==> src/rtl/uart_rx_sampler.sv <==
// UART receive bit recovery: start validation, 2-of-3 centre vote, stop check, valid/ready delivery.
// Optional parity stage and ParityOdd_i port enabled by defining UART_RX_PARITY_EN.
module uart_rx_sampler #(
  parameter int         DATA_BITS = 8,
  parameter logic [4:0] MIN_ACQ   = 5'd4
) (
  input  logic                 clk,
  input  logic                 rst,
  input  logic                 RxEn_i,
  input  logic                 AcqSig_i,
  input  logic [4:0]           AcqPerBit_i,
  input  logic                 Rx_i,
`ifdef UART_RX_PARITY_EN
  input  logic                 ParityOdd_i,
`endif
  output logic [DATA_BITS-1:0] RxData_o,
  output logic                 RxValid_o,
  input  logic                 RxReady_i,
  output logic                 FrameErr_o,
  output logic                 ParityErr_o,
  output logic                 OverrunErr_o,
  output logic                 Busy_o
);

  localparam int CW = $clog2(DATA_BITS + 1);

  typedef enum logic [2:0] {
    IDLE,
    START,
    DATA,
`ifdef UART_RX_PARITY_EN
    PARITY,
`endif
    STOP
  } state_t;

  state_t               state, state_next;
  logic                 rx_m, rx_s;
  logic [4:0]           n_r, s, m;
  logic [CW-1:0]        bit_cnt;
  logic [DATA_BITS-1:0] shift;
  logic                 v0, v1, maj;
  logic                 at_lo, at_mid, at_hi, at_end, last_bit;
  logic                 start_frame, deliver, active_tick, accept, perr_new;

  // Two-flop synchronizer, idle-high reset so a reset never looks like a start edge
  always_ff @(posedge clk or posedge rst) begin
    if (rst) begin
      rx_m <= 1'b1;
      rx_s <= 1'b1;
    end else begin
      rx_m <= Rx_i;
      rx_s <= rx_m;
    end
  end

  assign m        = n_r >> 1;
  assign at_lo    = (s == 5'(m - 5'd1));
  assign at_mid   = (s == m);
  assign at_hi    = (s == 5'(m + 5'd1));
  assign at_end   = (s == 5'(n_r - 5'd1));
  assign last_bit = (bit_cnt == CW'(DATA_BITS - 1));
  assign maj      = (v0 & v1) | (v0 & rx_s) | (v1 & rx_s);

  always_ff @(posedge clk or posedge rst) begin
    if (rst) state <= IDLE;
    else     state <= state_next;
  end

  always_comb begin
    state_next  = state;
    start_frame = 1'b0;
    deliver     = 1'b0;
    if (!RxEn_i) begin
      state_next = IDLE;
    end else if (AcqSig_i) begin
      case (state)
        IDLE:
          if (!rx_s) begin
            state_next  = START;
            start_frame = 1'b1;
          end
        START:
          if (at_hi && maj) state_next = IDLE;
          else if (at_end)  state_next = DATA;
        DATA:
          if (at_end && last_bit) begin
`ifdef UART_RX_PARITY_EN
            state_next = PARITY;
`else
            state_next = STOP;
`endif
          end
`ifdef UART_RX_PARITY_EN
        PARITY:
          if (at_end) state_next = STOP;
`endif
        // Release on the stop-bit centre so the next start edge is caught early
        STOP:
          if (at_hi) begin
            state_next = IDLE;
            deliver    = 1'b1;
          end
        default: state_next = IDLE;
      endcase
    end
  end

  assign active_tick = RxEn_i && AcqSig_i && (state != IDLE);

  always_ff @(posedge clk or posedge rst) begin
    if (rst) begin
      n_r     <= MIN_ACQ;
      s       <= '0;
      bit_cnt <= '0;
      shift   <= '0;
      v0      <= 1'b1;
      v1      <= 1'b1;
    end else if (start_frame) begin
      n_r     <= (AcqPerBit_i < MIN_ACQ) ? MIN_ACQ : AcqPerBit_i;
      s       <= 5'd1;
      bit_cnt <= '0;
    end else if (active_tick) begin
      s <= at_end ? 5'd0 : 5'(s + 5'd1);
      if (at_lo)  v0 <= rx_s;
      if (at_mid) v1 <= rx_s;
      if (state == DATA) begin
        if (at_hi)  shift   <= {maj, shift[DATA_BITS-1:1]};
        if (at_end) bit_cnt <= CW'(bit_cnt + 1'b1);
      end
    end
  end

`ifdef UART_RX_PARITY_EN
  logic par_bit;
  always_ff @(posedge clk or posedge rst) begin
    if (rst)                                       par_bit <= 1'b0;
    else if (active_tick && state == PARITY && at_hi) par_bit <= maj;
  end
  assign perr_new = par_bit ^ (^shift) ^ ParityOdd_i;
`else
  assign perr_new = 1'b0;
`endif

  assign accept = RxValid_o & RxReady_i;

  // A same-cycle handshake frees the register for this cycle's delivery
  always_ff @(posedge clk or posedge rst) begin
    if (rst) begin
      RxData_o     <= '0;
      RxValid_o    <= 1'b0;
      FrameErr_o   <= 1'b0;
      ParityErr_o  <= 1'b0;
      OverrunErr_o <= 1'b0;
      Busy_o       <= 1'b0;
    end else begin
      OverrunErr_o <= 1'b0;
      Busy_o       <= (state_next != IDLE);
      if (deliver) begin
        if (!RxValid_o || accept) begin
          RxData_o    <= shift;
          FrameErr_o  <= ~maj;
          ParityErr_o <= perr_new;
          RxValid_o   <= 1'b1;
        end else begin
          OverrunErr_o <= 1'b1;
        end
      end else if (accept) begin
        RxValid_o <= 1'b0;
      end
    end
  end

endmodule

==> config.mk <==
export PLATFORM = sky130hd
export DESIGN_NAME = uart_rx_sampler
export DESIGN_NICKNAME = d
export VERILOG_FILES = /design/src/rtl/uart_rx_sampler.sv
export SDC_FILE = /design/constraint.sdc
export NUM_CORES = 1
export LEC_CHECK = 0
export BUFFER_PORTS_ARGS = -buffer_cell sky130_fd_sc_hd__buf_2
export CAP_MARGIN = 5
export CORE_UTILIZATION = 45
export CTS_CLUSTER_SIZE = 28
export DETAILED_ROUTE_END_ITERATION = 7
export REMOVE_ABC_BUFFERS = 1
export SETUP_SLACK_MARGIN = 0.2
export SKIP_CTS_REPAIR_TIMING = 1
export SKIP_LAST_GASP = 1
export SYNTH_ARGS = -nofsm -noshare
export SYNTH_HDL_FRONTEND = slang
export SYNTH_SLANG_ARGS = --single-unit
==> constraint.sdc <==
create_clock -name clk -period 3.7 [get_ports clk]
set_input_delay 0.555 -clock clk [delete_from_list [all_inputs] [get_ports clk]]
set_output_delay 0.555 -clock clk [all_outputs]
set_load 0.05 [all_outputs]
Yosys cells after proc, flatten, opt, wreduce, memory -nomap -nowiden --
Cells that the tools add are included. Widths: inputs -> output; s select.
Word-level totals: bits in registers 41, input bits 11, output and inout port bits 13, logic and storage cells 85
Operators by class: $add $sub $neg 5, $lt $le $gt $ge 1, equal/unequal tests 9, mux-type cells 29, bitwise operators 8, reductions and logical operators 19
Operator list (number):
- $mux 3 | 7
- $mux 5 | 4
- $mux 4 | 4
- $eq 5x5->1 | 3
- $mux 1 | 13
- $pmux 3 s4 | 1
- $reduce_and 3->1 | 3
- $reduce_bool 2->1 | 4
- $eq 3x2->1 const B | 2
- $reduce_bool 3->1 | 2
- $add 4x1->5 const B | 1
- $add 5x1->5 const B | 1
- $eq 5x4->1 | 1
- $lt 5x3->1 const B | 1
- $sub 4x1->5 const B | 1
- $sub 5x1->5 const B | 1
- $add 4x1->4 const B | 1
- $and 1x1->1 | 4
- $eq 4x3->1 const B | 1
- $logic_and 1x1->1 | 4
- $reduce_and 2->1 | 2
- $reduce_and 4->1 | 1
- $eq 3x1->1 const B | 1
- $logic_not 3->1 | 1
- other kinds (5) | 7

Logic depth before layout (Yosys ltp) --
depth in word-level cells 9, gate-level depth with buffers 9, gate-level depth less buffers 8

Worst setup path before layout --
OpenSTA, ideal clock, no wires.
path kind register to register, from register n_r[1], to register Busy_o, library setup time 0.139 ns, arrival 2.381 ns, required time 3.561 ns, setup slack 1.181 ns, cell stages (with the launch flop) 9, path buffers 0, period minus slack after synthesis 2.519 ns, cells stage by stage dfrtp_1 -> inv_1 -> ha_1 -> and3_2 -> o22ai_1 -> a2111oi_4 -> a211oi_2 -> o311a_1 -> or4_1
Between the ends: cells in the longest elaborated chain, start to end 8, elaborated cells on any way between the ends 14, classes of those cells add/sub (2); eq/ne (2); mux (7); reduce/logical (3)
Ends and longest elaborated chain:
- start, declared | RTL line 39 | logic [4:0] n_r, s, m;
- start signal, assigned | RTL line 120 | n_r <= (AcqPerBit_i < MIN_ACQ) ? MIN_ACQ : AcqPerBit_i;
- $sub 5x1->5 or $add 4x1->5 (tied branches) | RTL line 61, 60
- $eq 5x5->1, on equally long branches | RTL line 61, 60
- $mux 3, or another cell as far along | RTL line 85 | else if (at_end) state_next = DATA;
- $mux 3, on equally long branches | RTL line 84, 87
- $pmux 3 s4 (*) | RTL line 77 | case (state)
- $mux 3 (*) | RTL line 76 | end else if (AcqSig_i) begin
- $mux 3 (*) | RTL line 74 | if (!RxEn_i) begin
- net state_next[0] | RTL line 37 | state_t state, state_next;
- $reduce_bool 3->1 (*) | RTL line 158 | Busy_o <= (state_next != IDLE);
- end signal, assigned | RTL line 158
- end, declared | RTL line 22 | output logic Busy_o
Mark *: on every way through the listed nets, which the timed path passes. The rest lies on a longest branch. A chain may end at the register's enable or synchronous reset.

Worst setup path in the final report --
Same ends and word-level chain as after synthesis.

==> impl_metrics.toml <==
[synthesis]
postSynthCellCount = 198
synthesis.yosys.warnings = 0
postSynth.topFlopCell = "sky130_fd_sc_hd__dfrtp_1"
ys_types = 48
synthArstFlopShare_pct = 100.0
synth_seq_cells = 41
synth_sequential_area_ratio_pct = 47.55
post_synth.cell_area_avg_sq_um = 10.96
post_synth_instance_area_sq_um = 2171
synth_edf_count = 0

[sta]
period_share_pct = 76.00
clock_skew_ns = 0.01069
timing_max_transition_violations_final = 0
finalSetupTns_ns = 0
finalSetupViolations = 0
postLayoutSetupSlackWorst_ns = 0.8879
number_of_hold_violations_in_the_final_report = 0
fmax_mhz = 355.6
grt_setup_unrepaired = "false"
worst-slew-pin-transition_ns = 0.6076
worst_slew_margin_rel_pct = 59.49
period_minus_slack_ns = 2.812
finalHoldWorstSlack_ns = 0.3599

[hold_path]
worstHoldEndpoint = "rx_s"
timing.hold.worst_path_depth = 0
path_class_of_the_lowest_slack_min_delay_path = "reg -> reg"
hp-start = "rx_m"

[routing]
detailroute.via_count = 1545
drtPass1Iterations = 4
detail_route.vias_per_cell = 5.618
detail_route.wirelength_um = 4022
drt-initial-drc-count = 73
remaining_routing_drc_violations = 0
post_drt_wl_per_cell_um = 14.63
ant_nets = 0

[placed_design]
detailed_place_hpwl_um = 2909
detailedPlace.worstSlack_ns = 0.8976
gp_congestion = 0.9559
port_buffers = 22

[setup_path]
end_kind = "register"
worstPathCellList = "inv_1, ha_1, and3_2, o22ai_1, a2111oi_4, a211oi_2, o311a_1, or4_1"
worstSetupStartpointType = "register"
cp_data_required_time_ns = 3.86
crit_arrival_ns = 2.97
classification_of_the_worst_setup_path = "reg -> reg"
regToRegEndpoint = "Busy_o"
worst_stage_delay_on_the_critical_path_ns = 0.65
cp_slowest_cell = "sky130_fd_sc_hd__a2111oi_4"
reg2reg_setup_slack_ns = 0.89
critical_path.max_fanout = 10
worst-r2r-cell-count = 8
regToRegStartpoint = "n_r[1]"

[grt]
first_global_vias = 1600
grt_pass1_wl_um = 7093
grt_use_total_pct = 17.79
number_of_antenna_violations_at_the_first_check_in_global_routing = 0
grt_max_degree = 42
grt_overflow = 0

[clock_network]
tritoncts.num_buffers = 5
numClockSinks = 41
cts_buffer_depth = 2
clock_insertion_delay_worst_skew_ns = 0.29
cts.clk_slew.worst_paths_ns = 0.08
cts_root_buffer = "sky130_fd_sc_hd__clkbuf_8"
htree_levels = 2
tritoncts = "done"

[die]
initial_core_util_pct = 48.19
die_w_um = 71.46
die_area_sq_um = 5106
fp-row-count = 24
pin_count = 24
die_y_um = 71.46
core-area_sq_um = 4504

[final_layout]
syn2layout_area_growth_pct = 11.30
fillerInstances = 406
post_route_cells_drive_above_1_share_pct = 29.60
area_taken_by_flip_flops_and_latches_sq_um = 1032
diodes = 0
final_net_count = 239
multi_input_area_sq_um = 1059

[pwr]
pwr_density_cell_nw_per_um2 = 448.6
design_power_total_uw = 1084
vdd.ir_drop.worst_mv = 0.2130
power.leakage_uw = 0.001213

[outcome]
status = "finished, final reports clean"

[job]
count_of_max_cap_constraint_violations = 0
[power by group]
part           internal, uW  switching (uW)  total, uW  leakage (uW)
clock network           152             150        301     0.0000445
registers               483            48.1        531      0.000543
logic                   112             140        252      0.000626
total                   746             338       1080       0.00121
[layout make-up]
cell class	count	area share, %
timing repair buffer	25	5.489
clock buffer	7	3.573
clock inverter	1	0.3107
sequential	41	42.72
inverter	9	1.398
tap	52	2.693
multi-input combinational	140	43.81
[cell usage in the layout (no fill, tap or decap), drive strengths merged, types with 2 or more instances in the layout]
cell type	synthesis	final
a211o	2	2
a21o	3	3
ha	6	6
dfstp	5	5
nand3	9	9
clkbuf	3	7
nor2	11	11
dfrtp	36	36
buf	5	25
nor2b	5	5
xor2	13	13
and3	5	5
nor4bb	2	2
nor3b	2	2
xnor2	7	7
o21ai	12	12
o311ai	3	3
nand2	12	12
nor3	2	2
nand2b	2	2
a21oi	6	6
mux2	18	18
inv	9	9
nor4	2	2
[flip-flops by register name, indices dropped and copies added, names as in the netlist]
register      cells
RxData_o          8
shift             8
n_r               5
s                 5
bit_cnt           4
state             3
Busy_o            1
FrameErr_o        1
OverrunErr_o      1
RxValid_o         1
rx_m              1
rx_s              1
v0                1
v1                1
[cells in the mapped netlist (2+ instances only)]
cell	number	share of area [%]
sky130_fd_sc_hd__nor2_1	11	1.9
sky130_fd_sc_hd__xnor2_2	2	1.5
sky130_fd_sc_hd__nor3_1	2	0.46
sky130_fd_sc_hd__dfrtp_1	36	41
sky130_fd_sc_hd__nor3b_1	2	0.69
sky130_fd_sc_hd__nand2_1	12	2.1
sky130_fd_sc_hd__o311ai_0	3	1.2
sky130_fd_sc_hd__nand3_1	9	2.1
sky130_fd_sc_hd__nor4bb_1	2	0.92
sky130_fd_sc_hd__buf_2	2	0.46
sky130_fd_sc_hd__clkbuf_1	2	0.35
sky130_fd_sc_hd__nand2b_1	2	0.58
sky130_fd_sc_hd__xor2_1	13	5.2
sky130_fd_sc_hd__dfstp_2	5	6.1
sky130_fd_sc_hd__nor4_1	2	0.58
sky130_fd_sc_hd__and3_2	4	1.4
sky130_fd_sc_hd__xnor2_1	5	2.0
sky130_fd_sc_hd__a21oi_1	6	1.4
sky130_fd_sc_hd__nor2b_1	5	1.4
sky130_fd_sc_hd__inv_1	9	1.6
sky130_fd_sc_hd__a211o_1	2	0.81
sky130_fd_sc_hd__a21o_1	2	0.69
sky130_fd_sc_hd__mux2_2	18	9.3
sky130_fd_sc_hd__o21ai_0	12	2.8
sky130_fd_sc_hd__ha_1	6	3.5
sky130_fd_sc_hd__buf_6	2	1.0
[layer usage]
layer  track usage, %  wire length, um  vias up  part of all wire [%]
li1                 -                -      741                     -
met1            22.27             1842      758                    46
met2            28.99             1961       40                    49
met3            5.063              149        6                   3.7
met4            7.625               68        0                   1.7
met5                0                0        -                     0
[critical path, delay by kind of cell, from the launching register on]
family          cells  cell delay, ns
compound gates      4            1.20
simple gates        2            0.65
buf+inv             1            0.14
flops               1            0.44
fa+ha+maj           1            0.24
[stage by stage]
step                      cells  util, %  area (sq um)
after CTS                   275    53.64          2416
final                       275    53.64          2416
after floorplan             190        -          2118
after detailed placement    267    51.56          2322
after global placement      267    51.56          2322
after global routing        275    53.64          2416
[how the worst max path moves through the flow]
stage                   to  cells past startpoint  slack (ns)    from
floorplan           Busy_o                      8        1.18  n_r[1]
global placement    Busy_o                      8        1.03  n_r[1]
detailed placement  Busy_o                      8        0.90  n_r[1]
CTS                 Busy_o                      8        0.88  n_r[1]
global route        Busy_o                      8        0.69  n_r[1]
finish              Busy_o                      8        0.89  n_r[1]
[cell families after synthesis]
logic type / synth area share [%]
DFF: 47.55
xor gates and xnor gates: 8.761
other: 0.1727
and+or+nand+nor: 15.10
muxes: 9.337
buffers and inverters: 3.977
adders and majority gates: 3.458
AOI/OAI and AO/OA: 11.64
Power figures use the tool's default switching activity.
